===== src/rtl/fifo_pkg.sv =====
// Shared helpers for the asynchronous FIFO pointer logic.
package fifo_pkg;

    // Smallest synchroniser depth that still gives adequate MTBF.
    localparam int unsigned MIN_SYNC_STAGES = 2;

    // Widest pointer the helpers below handle.
    localparam int unsigned MAX_PTR_W = 32;

    // Gray to binary over the low 'width' bits: bit i = XOR of Gray bits width-1..i.
    function automatic logic [MAX_PTR_W-1:0] gray2bin(input logic [MAX_PTR_W-1:0] gray,
                                                      input int unsigned width);
        logic [MAX_PTR_W-1:0] bin;
        bin = '0;
        for (int i = MAX_PTR_W - 1; i >= 0; i--) begin
            if (i < int'(width)) begin
                bin[i] = gray[i] ^ ((i + 1 < int'(width)) ? bin[i+1] : 1'b0);
            end
        end
        return bin;
    endfunction

    // Binary to Gray over the low 'width' bits.
    function automatic logic [MAX_PTR_W-1:0] bin2gray(input logic [MAX_PTR_W-1:0] bin,
                                                      input int unsigned width);
        logic [MAX_PTR_W-1:0] mask;
        mask = (width >= MAX_PTR_W) ? '1 : ((MAX_PTR_W'(1) << width) - MAX_PTR_W'(1));
        return (bin ^ (bin >> 1)) & mask;
    endfunction

    // Number of set bits among the low 'width' bits.
    function automatic int unsigned popcount(input logic [MAX_PTR_W-1:0] vec,
                                             input int unsigned width);
        int unsigned cnt;
        cnt = 0;
        for (int i = 0; i < int'(MAX_PTR_W); i++) begin
            if (i < int'(width) && vec[i]) begin
                cnt++;
            end
        end
        return cnt;
    endfunction

endpackage


===== src/rtl/sync_ff_chain.sv =====
// Plain multi-flop synchroniser with synchronous active-low reset.
module sync_ff_chain #(
    parameter int unsigned WIDTH  = 4,
    parameter int unsigned STAGES = 2
) (
    input  logic             wclk,
    input  logic             wrst_n,
    input  logic [WIDTH-1:0] d,
    output logic [WIDTH-1:0] q
);

    logic [WIDTH-1:0] stage_q [STAGES];

    // Shift the asynchronous input through the flop chain; no logic between stages.
    always_ff @(posedge wclk) begin
        if (!wrst_n) begin
            for (int i = 0; i < int'(STAGES); i++) begin
                stage_q[i] <= '0;
            end
        end else begin
            stage_q[0] <= d;
            for (int i = 1; i < int'(STAGES); i++) begin
                stage_q[i] <= stage_q[i-1];
            end
        end
    end

    assign q = stage_q[STAGES-1];

endmodule


===== src/rtl/sync_r2w_status.sv =====
// Read-pointer synchroniser and write-side fill/flag/error generator.
module sync_r2w_status
    import fifo_pkg::*;
#(
    parameter int unsigned ADRRSIZE    = 3,
    parameter int unsigned SYNC_STAGES = 2,
    parameter int unsigned AFULL_LVL   = (2 ** ADRRSIZE) - 2
) (
    input  logic              wclk,
    input  logic              wrst_n,
    input  logic [ADRRSIZE:0] rptr_gray,
    input  logic [ADRRSIZE:0] wptr_bin,
    input  logic              err_clr,
    output logic [ADRRSIZE:0] wq_rptr_gray,
    output logic [ADRRSIZE:0] wq_rptr_bin,
    output logic [ADRRSIZE:0] wfill,
    output logic              wfull,
    output logic              walmost_full,
    output logic              gray_err,
    output logic              ovf_err
);

    localparam int unsigned DEPTH = 2 ** ADRRSIZE;
    localparam int unsigned PW    = ADRRSIZE + 1;

    localparam logic [ADRRSIZE:0] DepthP = PW'(DEPTH);
    localparam logic [ADRRSIZE:0] AfullP = PW'(AFULL_LVL);

    if (SYNC_STAGES < MIN_SYNC_STAGES || SYNC_STAGES > 4) begin : g_bad_sync
        $error("sync_r2w_status: SYNC_STAGES must be in 2..4");
    end
    if (AFULL_LVL < 1 || AFULL_LVL > DEPTH) begin : g_bad_afull
        $error("sync_r2w_status: AFULL_LVL must be in 1..DEPTH");
    end

    logic [ADRRSIZE:0] sync_gray;
    logic [ADRRSIZE:0] rbin_q, rbin_d;
    logic [ADRRSIZE:0] prev_gray_q;
    logic [ADRRSIZE:0] diff;
    logic [ADRRSIZE:0] fill_q;
    logic              full_q, afull_q;
    logic              gray_err_q, gray_err_d;
    logic              ovf_err_q, ovf_err_d;
    logic              gray_bad;

    sync_ff_chain #(
        .WIDTH  (PW),
        .STAGES (SYNC_STAGES)
    ) u_sync (
        .wclk   (wclk),
        .wrst_n (wrst_n),
        .d      (rptr_gray),
        .q      (sync_gray)
    );

    // Conversion, fill difference and sticky-error next state.
    always_comb begin
        rbin_d   = PW'(gray2bin(MAX_PTR_W'(sync_gray), PW));
        // Modular subtraction handles pointer wrap naturally.
        diff     = wptr_bin - rbin_q;
        gray_bad = popcount(MAX_PTR_W'(sync_gray ^ prev_gray_q), PW) > 1;
        // Set takes priority over clear.
        gray_err_d = gray_bad | (gray_err_q & ~err_clr);
        ovf_err_d  = (fill_q > DepthP) | (ovf_err_q & ~err_clr);
    end

    // Status registers; full/almost-full come from the same diff as the fill level.
    always_ff @(posedge wclk) begin
        if (!wrst_n) begin
            rbin_q      <= '0;
            prev_gray_q <= '0;
            fill_q      <= '0;
            full_q      <= 1'b0;
            afull_q     <= 1'b0;
            gray_err_q  <= 1'b0;
            ovf_err_q   <= 1'b0;
        end else begin
            rbin_q      <= rbin_d;
            prev_gray_q <= sync_gray;
            fill_q      <= diff;
            full_q      <= (diff >= DepthP);
            afull_q     <= (diff >= AfullP);
            gray_err_q  <= gray_err_d;
            ovf_err_q   <= ovf_err_d;
        end
    end

    assign wq_rptr_gray = sync_gray;
    assign wq_rptr_bin  = rbin_q;
    assign wfill        = fill_q;
    assign wfull        = full_q;
    assign walmost_full = afull_q;
    assign gray_err     = gray_err_q;
    assign ovf_err      = ovf_err_q;

endmodule


===== config.mk =====
export PLATFORM = sky130hd
export DESIGN_NAME = sync_r2w_status
export DESIGN_NICKNAME = d
export VERILOG_FILES = /design/src/rtl/fifo_pkg.sv /design/src/rtl/sync_ff_chain.sv /design/src/rtl/sync_r2w_status.sv
export SDC_FILE = /design/constraint.sdc
export NUM_CORES = 1
export LEC_CHECK = 0
export CAP_MARGIN = 20
export CORE_MARGIN = 3
export CORE_UTILIZATION = 52
export CTS_BUF_LIST = sky130_fd_sc_hd__clkbuf_8
export DETAILED_ROUTE_END_ITERATION = 7
export GPL_TIMING_DRIVEN = 1
export PLACE_DENSITY = 0.85
export SYNTH_ARGS = -nofsm -noshare
export SYNTH_HDL_FRONTEND = slang
export SYNTH_SLANG_ARGS = --single-unit

===== constraint.sdc =====
create_clock -name wclk -period 4.3 [get_ports wclk]
set_input_delay 1.29 -clock wclk [delete_from_list [all_inputs] [get_ports wclk]]
set_output_delay 1.29 -clock wclk [all_outputs]
set_load 0.1 [all_outputs]

==> results of run 1 <==
power breakdown:
part / internal, mW / total, mW / switching, mW
logic: 0.0499 / 0.171 / 0.121
registers: 0.228 / 0.236 / 0.00755
clock network: 0.0636 / 0.126 / 0.0624
cell families after synthesis:
group	count (synthesis)	share of synthesized area
AOI/OAI and AO/OA	8	0.0548
xor gates and xnor gates	11	0.108
adders and majority gates	7	0.0992
DFF	23	0.480
buffers and inverters	14	0.0744
and+or+nand+nor	31	0.183
layer usage:
layer / share of wire / wire length [um]
met2: 0.52 / 884
met4: 0.015 / 25
met3: 0.051 / 87
met1: 0.41 / 705
met5: 0 / 0
Yosys cell counts, drive strengths merged, types with 2 or more instances:
cell type,n,area [um^2]
inv,8,30.0
buf,5,37.5
ha,6,75.1
xnor2,7,68.8
dfxtp,23,460
xor2,4,35.0
a21oi,3,15.0
and2,15,95.1
nor2b,2,12.5
nor2,5,18.8
nand2,4,15.0
path summary, 6_finish.rpt:
path | slack (ps) | cells past startpoint | endpoint
worst max register to register | 2470 | 7 | gray_err$_SDFF_PN0_
worst max-delay path | 1150 | 1 | wq_rptr_gray[0]
worst min register to register | 440 | 1 | u_sync.stage_q[0][7]$_SDFF_PN0_
worst min-delay path | 440 | 1 | u_sync.stage_q[0][7]$_SDFF_PN0_
layout by cell type, fill, tap and decap left out, types with 2 or more instances in the layout:
cell type and n:
sky130_fd_sc_hd__nor2b_1 2, sky130_fd_sc_hd__inv_2 2, sky130_fd_sc_hd__nor2_1 5, sky130_fd_sc_hd__xor2_1 4, sky130_fd_sc_hd__and2_1 14, sky130_fd_sc_hd__ha_1 6
sky130_fd_sc_hd__nand2_1 4, sky130_fd_sc_hd__clkdlybuf4s50_1 26, sky130_fd_sc_hd__dfxtp_1 23, sky130_fd_sc_hd__xnor2_1 6, sky130_fd_sc_hd__clkbuf_8 3, sky130_fd_sc_hd__inv_1 7
sky130_fd_sc_hd__a21oi_1 3
worst reg2reg max path: stages, from the launching register on:
cell,delay (ps)
sky130_fd_sc_hd__dfxtp_1,400
sky130_fd_sc_hd__xor2_1,280
sky130_fd_sc_hd__inv_1,80
sky130_fd_sc_hd__ha_1,320
sky130_fd_sc_hd__xnor2_1,150
sky130_fd_sc_hd__ha_1,310
sky130_fd_sc_hd__nor2_1,100
sky130_fd_sc_hd__a31oi_1,80
sequential cells by signal, indices dropped and copies added, names as in the netlist:
name / flops
wfull: 1
wq_rptr_bin: 4
prev_gray_q: 3
u_sync.stage_q: 8
ovf_err: 1
gray_err: 1
wfill: 4
walmost_full: 1
through the flow:
stage / util / hold slack (ps)
final: 0.777 / 436
after global routing: 0.777 / 448
after CTS: 0.777 / 437
after detailed placement: 0.749 / 419
after global placement: 0.749 / 415
after floorplan: - / 412
layout make-up:
type	instances	area, um^2
timing repair buffer	26	260
tap	24	30.0
clock buffer	3	41.3
multi-input combinational	57	427
clock inverter	1	3.75
sequential	23	460
fill	118	359
inverter	8	30.0
==> metrics list, run 1 <==
* Result of the run: finished clean
- In this run the number of H-tree levels came out at 1.
- The initial antenna violation count is 0.
- Entering global routing, the biggest net connects 19 pins.
- First-pass GRT wire length: slightly below 3000 um
- For this run, the number of Yosys warnings is 0.
- Summing over every cut layer, the via total after detailed routing is 678.
* Clock sink total: 23
* Static leakage: 0.531 nW
* Worst hold path class: flop to flop
- By startpoint and endpoint, the worst setup path is classified as flop to output pin.
- For met3 alone, demand over resource in global routing was 0.0459.
- Crit end category: output pin
- Number of buffers added to fix hold violations after cts: 0
- Post-synth top flop: sky130_fd_sc_hd__dfxtp_1
- RSZ-0062 raised after global routing: false
- Seq/Total Area, Yosys: 0.480
- After synthesis the cells add up to 958 um^2.
- In this run the power density over the cells is 425 nW/um^2.
* Post-layout min period: between 3000 and 4000 ps
- In the global route stage, overall resource usage came out at 0.161.
- The worst setup path is launched from a flop.
- Total global routing overflow: 0
- After legalization and detailed placement, the total HPWL measured between 1000 and 1500 um.
* Number of inserted diodes: 0
* Iteration-0 DRC count of the detailed router: 3
* Share of layout cells above drive strength 1: 0.0678
* Hold Vio Cnt, Final: 0
- Synthesis-stage register bit count: 23
* Setup Slack @ Placement: 1250 ps
* Relative max-transition margin: 0.350
- Met2 usage in global routing: 0.299
- The startpoint identified for the worst register-to-register timing path is u_sync.stage_q[0][5]$_SDFF_PN0_.
* Count of max-cap constraint violations: 0
- Data required time at the worst endpoint: about 3000 ps
* Initial core utilization: 0.595
* Layer carrying the most global-route usage: met2
* Drt pass-1 iters: 4
- Die Width: a little under 50 um
- Buffers and inverters on the worst path: 1
- Average cell area after synthesis: approximately 10 um^2
- Along the worst path, the maximum fanout reaches 4.
- At the pin with the least slew margin, the transition time is 972 ps.
- TritonCTS created 3 clock buffers.
- Die ar.: between 2000 and 2500 um^2
- The design draws ~0.53 mW.
- The finished cells cover 1250 um^2.
- After clock tree synthesis, the setup repair step added 0 buffers.
- Routability-driven placement congestion ratio: 0.778
- The die is between 40 and 50 um tall.
* Delay of the slowest cell on the worst path: between 1000 and 1500 ps
- Total nets after synthesis: around 110
- Once placement completed, the tool counted placed cells totaling roughly 140.
* Highest clock rate: roughly 0.32 GHz
- In this run the worst setup path begins at u_sync.stage_q[0][4]$_SDFF_PN0_.
- Total setup violations reported at the end of the flow: 0
- Met1 Resource Use GR: 0.159
- For the final database, setup skew stands at approximately 1.9 ps.
- Clock buffer depth: 2
* Number of enable-type register cells in the synthesized netlist: 0
- The final number of max-transition violations came to 0.
* Core region area: around 1600 um^2
- Insertion delay to the later sink of the worst-skew pair: 260 ps
- Post-detailed-route via-to-cell ratio: about 4.8
* Clock tree root driver cell: sky130_fd_sc_hd__clkbuf_8
- Total wire length: approximately 1700 um
- Resize count post-CTS: 0
- In this run the remaining antenna-violating nets after routing total 0.
- Area of placed instances: around 1200 um^2
* Remaining DRCs: 0
- The finished layout holds around 140 standard cells, fillers aside.
* Clock tree from TritonCTS: done
- Fraction of registers with async set/reset: 0
* Synthesis-to-layout area growth: 30.7%
* List of cells traversed by the critical path: clkdlybuf4s50_1
- DR WL/cell: 12.0 um
* Post-route setup TNS: 0 ps
- Quantity of I/O buffers inserted on ports: 26
- Clock-pin slew on the worst setup and hold paths: 70 ps
- Setup ws final: roughly 1100 ps
* Layout net count: approximately 140
- For this design, the slowest cell found on the critical path is sky130_fd_sc_hd__clkdlybuf4s50_1.
- In this design, the largest share of critical-path delay is due to buffers and inverters.
* Vias in the first global route: 701
- Row Count: 14
- The synthesized netlist contains 26 unique library cells.
- Of the available clock period, the critical path in the final layout requires 0.734.
- Post-Syn Instances: 94
- Data arrival at the endpoint of the critical path: 1860 ps
- IR analysis of the VDD net gives a maximum drop of around 0.31 mV.
* Number of ports placed on the die boundary: 27
- In this run the most critical hold path is launched from u_sync.stage_q[0][3]$_SDFF_PN0_.
Note: power is estimated with default switching activity, not from simulation.
==> run 2, diff against run 1 <==
Settings changed: CORE_UTILIZATION 52 to 44, PLACE_DENSITY 0.85 to 0.76.
Clock period 4.3 ns to 2.8 ns, I/O delays scaled along.
==> metrics list, run 2 (synthesis gave the netlist of run 1 again) <==
* CP Class: primary input to flop
- Synthesis-to-layout area growth: 27.8%
- List of cells traversed by the critical path: clkdlybuf4s50_1 > ha_1 > nor2b_1 > o21a_1 > or4_4 > nand3_1
* Initial antenna violation count: 0 (unchanged)
- Met1 Routed Length: 657 um (-6.8%)
- The final number of max-transition violations was 0 (unchanged).
- Die Width: 52.7 um (+7.6%)
- The die area came to 2770 um^2 (+16%).
- Row Count: 16 (+2)
- The initial core utilization came to 0.479 (-0.116).
- Worst hold path class: flop to flop
* Gr usage total: 0.131 (-0.0300)
* Total wire length: 1590 um (-6.9%)
* Switch Pwr: 0.299 mW (+56%)
- Portion of total power attributed to sequential cells: 0.442 (about the same)
- Clock-pin slew on the worst setup and hold paths: 80 ps (about the same)
* Post-layout min period: around 2300 ps
* Count of max-cap constraint violations: 0 (unchanged)
* Top Layer Used: met4
- Insertion delay to the later sink of the worst-skew pair: 260 ps (about the same)
- The vertical die dimension was 52.7 um (+7.6%).
* Data arrival at the endpoint of the critical path: 2510 ps (+650 ps)
* PwrDens: 668 nW/um^2 (+57%)
- Number of ports placed on the die boundary: 27 (unchanged)
- Sw Ratio: 0.365 (+0.00623)
- The clock share of power came to 0.247 (+0.011).
- Crit end category: flop
* Resize count post-CTS: 0 (unchanged)
- Internal Pwr Total: 0.520 mW (+52%)
* Remaining DRCs: 0 (unchanged)
- The slowest stage of the critical path is the sky130_fd_sc_hd__or4_4 cell.
- Post-route setup TNS: 0 ps (unchanged)
- The peak per-stage delay on the critical path was 490 ps (-680 ps).
- Most common cell after layout, fill and taps aside: sky130_fd_sc_hd__dfxtp_1
- The area of all placed cells without fillers was 1220 um^2 (-2.2%).
- Setup repair after global routing left no endpoint under its margin.
* Core region area: 2000 um^2 (+24%)
* Total number of vias: 680 (+0.29%)
- Result of the run: finished clean
- The number of flip-flops under the largest register name is 8 (unchanged).
- Share of power burned in combinational logic: 0.311 (-0.010)
- Total global routing overflow: 0 (unchanged)
- DP Cell Count: 142 (+2.9%)
- Antenna-violating nets left: 0 (unchanged)
* VDD IR max: 0.361 mV (+15%)
- Quantity of I/O buffers inserted on ports: 26 (unchanged)
- The via count of the first global-routing pass came to 655 (-6.6%).
- Drt pass-1 iters: 3 (-1)
* Worst-case clock skew: 1.66 ps (-0.291 ps)
- Data required time at the worst endpoint: 3010 ps (about the same)
* Total setup violations reported at the end of the flow: 0 (unchanged)
- The number of levels in the clock H-tree came to 1 (unchanged).
- The via density per instance was 4.66 (-2.5%).
* First-pass GRT wire length: 2600 um (-13%)
- The number of setup buffers added after CTS is 0 (unchanged).
- Clock tree from TritonCTS: done
- Number of buffers inserted during clock tree synthesis: 3 (unchanged)
- The peak fanout along the critical path is 3 (-1).
- The total length of routed met2 wires came to 782 um (-12%).
- The cell family contributing the most delay on the critical path is simple AND/OR/NAND/NOR gates.
- In this run the clock root is driven by a sky130_fd_sc_hd__clkbuf_8.
- The routed length on met3 is 128 um (+47%).
- Fin cells: 146 (+2.8%)
* Number of buffers added to fix hold violations after cts: 0 (unchanged)
* Buffers and inverters on the worst path: 1 (unchanged)
* Routability-driven placement congestion ratio: 0.764 (-1.7%)
- Clock sink total: 23 (unchanged)
- The measured slew at the worst slew-check pin came to 444 ps (-528 ps).
* Layout net count: 138 (+0.73%)
* Core utilization of the finished layout: 0.612 (-0.165)
- In the finished design, the share of the clock period the worst path needs comes to 0.823.
* DR WL/cell: 10.9 um (-9.4%)
- Derived from the worst setup path, the maximum achievable clock frequency is between 0.4 and 0.5 GHz.
- Static leakage: 0.561 nW (+5.6%)
- Number of inserted diodes: 0 (unchanged)
- Highest-count cells in the layout ignoring fill and taps: sky130_fd_sc_hd__dfxtp_1, sky130_fd_sc_hd__buf_4, sky130_fd_sc_hd__and2_1
* Half-perimeter wire length after placement: 1260 um (-7.5%)
* Share of layout cells above drive strength 1: 0.218 (+0.151)
- Counting flops per register, the top entry is u_sync.stage_q.
- The worst slew margin relative to its limit came to 0.702 (+0.352).
- The first-iteration detailed-routing DRC count is 5 (+2).
* Fin Hold WS: 438 ps (+1.66 ps)
- STA classifies the critical path startpoint as a primary input.
- Area of placed instances: 1180 um^2 (-2.4%)
* Clock buffer depth: 2 (unchanged)
- Hold Vio Cnt, Final: 0 (unchanged)
* Pin count of the biggest net entering global routing: 18 (-1)
-- run 2: area by class of cell --
| class | instances | area (um^2) |
|---|---|---|
| fillers | 184 | 777 |
| flip-flops and latches | 23 | 460 |
| multi-input cells | 57 | 427 |
| repair buffers | 27 | 228 |
| clock buffers | 3 | 41.3 |
| well taps | 27 | 33.8 |
| inverters | 8 | 30.0 |
| clock inverters | 1 | 5.00 |
-- run 2: path summary, 6_finish.rpt --
check,startpoint,endpoint,slack [ps],depth (start not counted)
max reg2reg,u_sync.stage_q[0][5]$_SDFF_PN0_,gray_err$_SDFF_PN0_,950,7
min reg2reg,u_sync.stage_q[0][3]$_SDFF_PN0_,u_sync.stage_q[0][7]$_SDFF_PN0_,440,1
max,wptr_bin[1],walmost_full$_SDFF_PN0_,500,6
min,u_sync.stage_q[0][3]$_SDFF_PN0_,u_sync.stage_q[0][7]$_SDFF_PN0_,440,1
-- run 2: power by group through the flow --
stage | combinational (mW) | sequential (mW) | clock [mW]
CTS | 0.256 | 0.362 | 0.206
global placement | 0.252 | 0.369 | 0
finish | 0.255 | 0.362 | 0.202
global route | 0.269 | 0.365 | 0.220
floorplan | 0.0805 | 0.488 | 0
detailed placement | 0.256 | 0.370 | 0
-- run 2: per-layer routing --
| layer | track usage | vias to the layer above |
|---|---|---|
| met5 | 0 | - |
| met4 | 0.0511 | 0 |
| met1 | 0.133 | 310 |
| met3 | 0.0370 | 2 |
| met2 | 0.246 | 26 |
| li1 | - | 342 |
-- run 2: stage by stage --
| stage | setup WS (ps) | power, mW |
|---|---|---|
| floorplan | 464 | 0.569 |
| global placement | 278 | 0.621 |
| detailed placement | 229 | 0.626 |
| CTS | 503 | 0.824 |
| global route | 447 | 0.854 |
| finish | 496 | 0.819 |
==> run 3, diff against run 2 <==
Settings changed: CORE_UTILIZATION 44 to 48, PLACE_DENSITY 0.76 to 0.79.
Clock period 2.8 ns to 2.25 ns, I/O delays scaled along.
==> metrics list, run 3 (synthesis gave the netlist of run 1 again) <==
- Result of the run: finished clean
- Worst-case clock skew: 1.76 ps (+0.100 ps)
* Pin count of the biggest net entering global routing: 18 (unchanged)
- The worst setup path is captured at a flop.
- Die ar.: 2570 um^2 (-7.4%)
- Top delay family on crit path: simple AND/OR/NAND/NOR gates
* Largest Register: u_sync.stage_q
- The via density per instance is 4.58 (-1.8%).
- The total number of vias was 668 (-1.8%).
* Total wire length: 1600 um (+1.1%)
* Number of inserted diodes: 0 (unchanged)
- The fraction of final layout cells sized beyond drive strength 1 was 0.231 (+0.0129).
- The number of levels in the clock H-tree was 1 (unchanged).
* Clock tree root driver cell: sky130_fd_sc_hd__clkbuf_8
* VDD IR max: 0.493 mV (+37%)
- Drt pass-1 iters: 3 (unchanged)
- Total global routing overflow: 0 (unchanged)
- The average detailed-routed wire length per instance is 11.0 um (+1.1%).
* Layer carrying the most global-route usage: met2
- Synthesis-to-layout area growth: 34.3%
- The number of resized instances in the post-cts repair step is 0 (unchanged).
- The initial antenna violation count is 0 (unchanged).
- Part of the cycle the worst path needs: 0.934
* Fin area: 1290 um^2 (+5.1%)
- In the layout the commonest cells are sky130_fd_sc_hd__dfxtp_1, sky130_fd_sc_hd__buf_4, sky130_fd_sc_hd__and2_1.
- The first-iteration detailed-routing DRC count came to 7 (+2).
* Half-perimeter wire length after placement: 1270 um (+0.79%)
* Routability-driven placement congestion ratio: 0.796 (+4.2%)
- The total clock sinks is 23 (unchanged).
* Fin Hold WS: 440 ps (+2.49 ps)
- Post-layout min period: between 2000 and 2500 ps
* Antenna-violating nets left: 0 (unchanged)
- The quantity of hold-fixing buffers added after cts was 0 (unchanged).
* Layout net count: 140 (+1.4%)
- The final count of negative-setup-slack endpoints came to 0 (unchanged).
- The library cell used most frequently in the layout, excluding fill and tap cells, is sky130_fd_sc_hd__dfxtp_1.
* Fin cells: 146 (unchanged)
- The worst setup timing slack at the placement stage is -129 ps (-358 ps).
- The worst-case setup margin in the final layout is 148 ps (-348 ps).
- Delay of the slowest cell on the worst path: 490 ps (about the same)
- The final sum of negative setup slack is 0 ps (unchanged).
- The initial core utilization was 0.532 (+0.0532).
* PwrDens: 793 nW/um^2 (+19%)
- The chip width is 50.7 um (-3.8%).
- The top-level I/O count was 27 (unchanged).
- Worst hold path class: flop to flop
- Data required time at the worst endpoint: 2450 ps (-560 ps)
* Area of placed instances: 1240 um^2 (+5.4%)
- Vias in the first global route: 693 (+5.8%)
* First-pass GRT wire length: 2930 um (+13%)
- Highest clock rate: about 0.48 GHz
* Clock buffer depth: 2 (unchanged)
- The fraction of the core area covered by cells at the end of the flow is 0.715 (+0.103).
- The site row count was 15 (-1).
- The core footprint is 1800 um^2 (-10%).
- The number of hold-slack violations in the final timing report was 0 (unchanged).
- The overall routing resource usage came to 0.151 (+0.0201).
- The DRC violations left was 0 (unchanged).
- Setup repair after global routing left no endpoint under its margin.
- The met1 global-route usage is 0.175 (+0.0421).
- The critical path goes through clkdlybuf4s50_1 > ha_1 > nor2b_1 > o21a_1 > or4_4 > nand3_1.
- The number of buffers added by the clock tree synthesis step came to 3 (unchanged).
- Met3 Usage GRT: 0.0445 (+0.00747)
- For this design, the slowest cell found on the critical path is sky130_fd_sc_hd__or4_4.
* Measured slew at the worst slew-check pin: 429 ps (-15.1 ps)
- CP Class: primary input to flop
* Data arrival at the endpoint of the critical path: 2310 ps (-200 ps)
- Relative max-transition margin: 0.712 (+0.0101)
- Buffers inserted by post-CTS timing repair: 0 (unchanged)
- The buffers plus inverters on the worst setup path is 1 (unchanged).
- The placed cell count is 142 (unchanged).
- The CTS clock-pin slew for the worst setup and hold paths was 80 ps (about the same).
- The peak fanout along the critical path came to 3 (unchanged).
- Flip-flop count of the largest register, all copies and words added: 8 (unchanged)
* Static leakage: 0.586 nW (+4.4%)
* CP Launch Type: primary input
- The met2 demand-to-capacity share in global routing is 0.261 (+0.0150).
- Quantity of I/O buffers inserted on ports: 26 (unchanged)
- Count of max-cap constraint violations: 0 (unchanged)
- The overall power is 1.02 mW (+25%).
* Clock tree from TritonCTS: done
- Final count of pins violating max slew: 0 (unchanged)
* Height of the die: 50.7 um (-3.8%)
* Insertion delay to the later sink of the worst-skew pair: 260 ps (about the same)
==> run 3: where the power goes <==
group / total, mW / switching (mW) / internal [mW]
registers: 0.452 / 0.0158 / 0.436
clock network: 0.243 / 0.122 / 0.122
logic: 0.325 / 0.229 / 0.0962
total: 1.02 / 0.367 / 0.654
==> run 3: area by class of cell <==
type	instances	area, um^2
clock inverters	1	3.75
flip-flops and latches	23	462
inverters	8	30.0
repair buffers	29	293
clock buffers	3	41.3
fillers	146	514
well taps	25	31.3
multi-input cells	57	427
==> run 3: per-layer routing <==
metal,vias to the layer above,part of all wire
met2,20,0.49
met3,2,0.070
met4,0,0.0044
li1,347,-
met1,299,0.43
met5,-,0
==> run 3: worst paths after layout <==
check | from | endpoint | slack, ps | depth (start not counted)
max | wptr_bin[1] | walmost_full$_SDFF_PN0_ | 150 | 6
min | u_sync.stage_q[0][0]$_SDFF_PN0_ | u_sync.stage_q[0][4]$_SDFF_PN0_ | 440 | 1
max reg2reg | u_sync.stage_q[0][5]$_SDFF_PN0_ | gray_err$_SDFF_PN0_ | 460 | 7
min reg2reg | u_sync.stage_q[0][0]$_SDFF_PN0_ | u_sync.stage_q[0][4]$_SDFF_PN0_ | 440 | 1
==> run 3: worst register-to-register path: cells and delay by family, from the launching register on <==
| family | cells | cell delay, ps |
|---|---|---|
| DFF | 1 | 370 |
| xor gates and xnor gates | 2 | 440 |
| buffers and inverters | 1 | 80 |
| and+or+nand+nor | 1 | 100 |
| adders and majority gates | 2 | 620 |
| AOI/OAI and AO/OA | 1 | 80 |
